===== src/rtl/vector_checker_mem.sv =====
// vector_checker_mem: vector table, one synchronous write port and one
// asynchronous read port; contents are deliberately not reset.
module vector_checker_mem #(
   parameter int DEPTH = 24,
   parameter int WIDTH = 24,
   parameter int AW    = 5
) (
   input  logic             clk,
   input  logic             we,
   input  logic [AW-1:0]    waddr,
   input  logic [WIDTH-1:0] wdata,
   input  logic [AW-1:0]    raddr,
   output logic [WIDTH-1:0] rdata
);

   logic [WIDTH-1:0] mem_r [DEPTH];

   // Table write; addresses beyond the table are dropped
   always_ff @(posedge clk) begin
      if (we && ({1'b0, waddr} < (AW+1)'(DEPTH))) begin
         mem_r[waddr] <= wdata;
      end
   end

   assign rdata = mem_r[raddr];

endmodule


===== config.mk =====
export PLATFORM = sky130hd
export DESIGN_NAME = vector_checker_mem
export DESIGN_NICKNAME = d
export VERILOG_FILES = /design/src/rtl/vector_checker_mem.sv
export SDC_FILE = /design/constraint.sdc
export NUM_CORES = 1
export LEC_CHECK = 0
export ABC_CLOCK_PERIOD_IN_PS = 3200
export BUFFER_PORTS_ARGS = -buffer_cell sky130_fd_sc_hd__clkbuf_2
export CORE_UTILIZATION = 25
export CTS_BUF_LIST = sky130_fd_sc_hd__clkbuf_16
export DETAILED_ROUTE_END_ITERATION = 8
export PLACE_DENSITY_LB_ADDON = 0.05
export SYNTH_ARGS = -nofsm -noshare
export SYNTH_HDL_FRONTEND = slang
export SYNTH_SLANG_ARGS = --single-unit

===== constraint.sdc =====
create_clock -name clk -period 3.2 [get_ports clk]
set_input_delay 0.64 -clock clk [delete_from_list [all_inputs] [get_ports clk]]
set_output_delay 0.64 -clock clk [all_outputs]
set_load 0.05 [all_outputs]

; ---- Word-level counts from Yosys, hierarchy flattened
; Memories as Yosys holds them, arrays and structs flattened.
; Index checks and enable logic that the tools add are counted.
; Widths: inputs -> output; s select.
[totals]
regBits = 0
mem_bits_rw = 576
elab_cells = 5
in_bits = 36
memories = 1
out_inout_bits = 24
[op_classes]
muxes = 2
magnitude_cmp = 1
reduce_logical = 1
[mem_list]
columns = memory, depth, word_bits, rd, rd_ports_with_merged_regs, write_ports, line_no
row1 = mem_r, 24, 24, 1, 0, 1, 16  ; logic [WIDTH-1:0] mem_r [DEPTH];
[op_table]
columns = cell, count
row1 = $lt 5x5->1 const B, 1
row2 = $mux 1, 2
row3 = $logic_and 1x1->1, 1

; ---- Logic depth before layout (Yosys ltp)
[logic_depth]
word_depth = 4
ltp_mapped = 8
mapped_depth_nobuf = 4

; ---- Worst setup path before layout
; No wires, ideal clock.
[synth_path]
kind = input port to output port
from = input port raddr[2]
to = output port rdata[10]
required_ns = 2.560
cell_stages = 6
setup_slack_ns = -0.047
t_arrival_ns = 2.607
path_cell_list = clkbuf_1 > buf_4 > buf_4 > buf_6 > mux2i_1 > o311ai_1
[synth_between]
elab_chain_cells = 1
[synth_rtl]
columns = item, line_no
row1 = "start, declared", 12  ; input logic [AW-1:0] raddr,
row2 = $mem_v2 24x24, --
row3 = "end, declared", 13  ; output logic [WIDTH-1:0] rdata
; No other way between the ends.

; ---- Final worst setup path
[layout_path]
from = input port raddr[0]
to = output port rdata[2]
; The elaborated chain is that of the path after synthesis.

==> run metrics <==
EDFF count, synth=576; TritonRoute pass-1 iters=4; Critical Path Sink=rdata[2]; Seq/Total Area, Yosys=0.777; CTS max path bufs=3; CTS root buf=clkbuf_16; routed length per instance=27.7 µm; largest net degree at the start of global routing=35; Yosys cell types=23; Regs by FF count=mem_r x576; Layout Utilization=0.312; synthesized instance count=1042; global-route wire length before repair=95.2 mm; Detailed Route Iter0 Violations=720; Worst-path clk slew=0.06 ns; final hold viol count=0; vias post-DR=11.0k; Critical Path Source=raddr[0]; Final min period=3.10 ns; Post-CTS Setup Inserts=0; Max VDD drop=342 µV; Die Width=300 µm; num ports=60; final global-route overflow total=0; Worst Path Required=2.56 ns; Slew HR=0.566; Synth Cell Area=22300 µm²; Largest register FFs=576; CTS tree=built; vias in the first global route=11.9k; Syn Area/Cell=21.4 µm²; CTS sink cnt=576; slowest stage delay, CP=0.51 ns; initial antenna violation count=5; Pleak=8.99 nW; Fin Hold WS=0.553 ns; CTS Buf Count=69; commonest non-fill, non-tap cell in the layout=edfxtp_1; status=complete, no violations; PwrDens=626 nW/µm²; die area=90300 µm²; Synthesized Nets=1078; total track usage=0.153; period utilisation layout=0.970; Arr. time, crit path=2.46 ns; starting density of the core=0.252; antenna cells=0; ys flop type=edfxtp_1; CP cell instances=buf_8 -> buf_12 -> mux4_2 -> o211ai_1 -> o311ai_1 -> buf_4 -> clkbuf_2; core area=88400 µm²; worst-margin pin slew=0.640 ns; final antenna-violating net count=0; footprint of the multi-input gates=4920 µm²; layout cell share with drive strength beyond 1=0.326; final setup fails=0; nets=1266; Synth Warn #=0; PortBufs=59; area grow syn2layout=23.9%; Max FO, Critical Path=15; register area=17300 µm²; vias per cell=4.50; # rows=109; FILL cells=8540; Biggest register=mem_r; CTS H-Tree Depth=3; Max Cap Viol=0; GP Congestion=0.713; fmax=0.322 GHz; Critical-path top delay cell=mux4_2; worst min path class=in -> reg; RSZ-0062 raised after global routing=false; WL final=67.7 mm; Slew Viols, Final=0; asr flop ratio synth=0; most frequent cells in the layout=576 x edfxtp_1, 120 x mux2i_1, 96 x mux4_2, 87 x buf_4, 69 x clkbuf_16; Setup TNS=0 ns; #FFs+latches synth=576; Critical Path Sink Type=primary output; CP Launch Type=input pin; DP HPWL=40.9 mm; WS Path Type=in -> out; Residual DRC=0; die height=300 µm; overall power=17.3 mW
repair_timing:
| item | 4_1_cts | 5_1_grt |
|---|---|---|
| hold buffers | 0 | 0 |
| setup endpoints to repair | 1 | 1 |
| gates resized for setup | 1 | 1 |
| pin swaps | 0 | 0 |
| gates cloned | 0 | 0 |
logic make-up after synthesis:
logic type / after synthesis / share of synthesized area
multiplexers: 216 / 0.151
AND/OR/NAND/NOR: 90 / 0.0182
flip-flops: 576 / 0.777
buffers and inverters: 63 / 0.0188
AO/OA/AOI/OAI: 97 / 0.0354
critical path, delay by kind of cell:
family	cells	cell delay, ns
buffers and inverters	4	0.87
multiplexers	1	0.51
AO/OA/AOI/OAI	2	0.40
per-stage QoR:
step	instances	setup slack (ns)	cell area (µm²)
2_1_floorplan	1042	0.0312	22400
3_3_place_gp	2324	-0.139	25400
3_5_place_dp	2324	-0.113	25400
4_1_cts	2447	0.0293	27600
5_1_grt	2447	0.000797	27600
6_report	2447	0.0971	27600
routing by layer:
layer / track usage / wire, µm / part of all wire / vias up
li1: - / - / - / 4776
met5: 0 / 0 / 0 / -
met3: 0.0271 / 2360 / 0.035 / 98
met1: 0.206 / 30800 / 0.46 / 5914
met2: 0.254 / 33100 / 0.49 / 220
met4: 0.0395 / 1500 / 0.022 / 0
cells in the mapped netlist (2+ instances only):
library cell / n / area (µm²)
clkbuf_1: 21 / 78.8
buf_6: 17 / 191
and2_1: 2 / 12.5
o211ai_1: 24 / 180
nor2_1: 26 / 97.6
buf_2: 14 / 70.1
a22oi_1: 24 / 180
nand3b_1: 3 / 22.5
nor2b_1: 4 / 25.0
mux2i_1: 120 / 1200
o311ai_1: 24 / 210
nand3_1: 25 / 125
edfxtp_1: 576 / 17300
nand2_1: 27 / 101
a2bb2oi_1: 24 / 210
mux4_2: 96 / 2160
buf_4: 9 / 67.6
layout make-up:
| type | instances | area share |
|---|---|---|
| Sequential cell | 576 | 0.627 |
| Tap cell | 1165 | 0.0528 |
| Clock buffer | 69 | 0.0626 |
| Timing Repair Buffer | 180 | 0.0613 |
| Clock inverter | 54 | 0.0184 |
| Multi-Input combinational cell | 403 | 0.178 |
how the worst min path moves through the flow:
stage	startpoint	end	slack, ns	cells after the start
global placement	wdata[5]	mem_r[5][5]	1.18	1
finish	wdata[10]	mem_r[22][10]	0.55	1
CTS	wdata[5]	mem_r[1][5]	0.51	1
global route	wdata[7]	mem_r[4][7]	0.56	1
floorplan	wdata[0]	mem_r[0][0]	0.74	0
detailed placement	wdata[10]	mem_r[3][10]	1.19	1
power by group:
part	total [mW]	leakage [nW]	switching (mW)	internal (mW)
sequential	8.39	5.19	0.0147	8.38
combinational	1.09	2.67	0.691	0.401
clock	7.79	1.13	3.20	4.59
total	17.3	8.99	3.90	13.4
No activity file was read; power rests on OpenSTA's default activity.
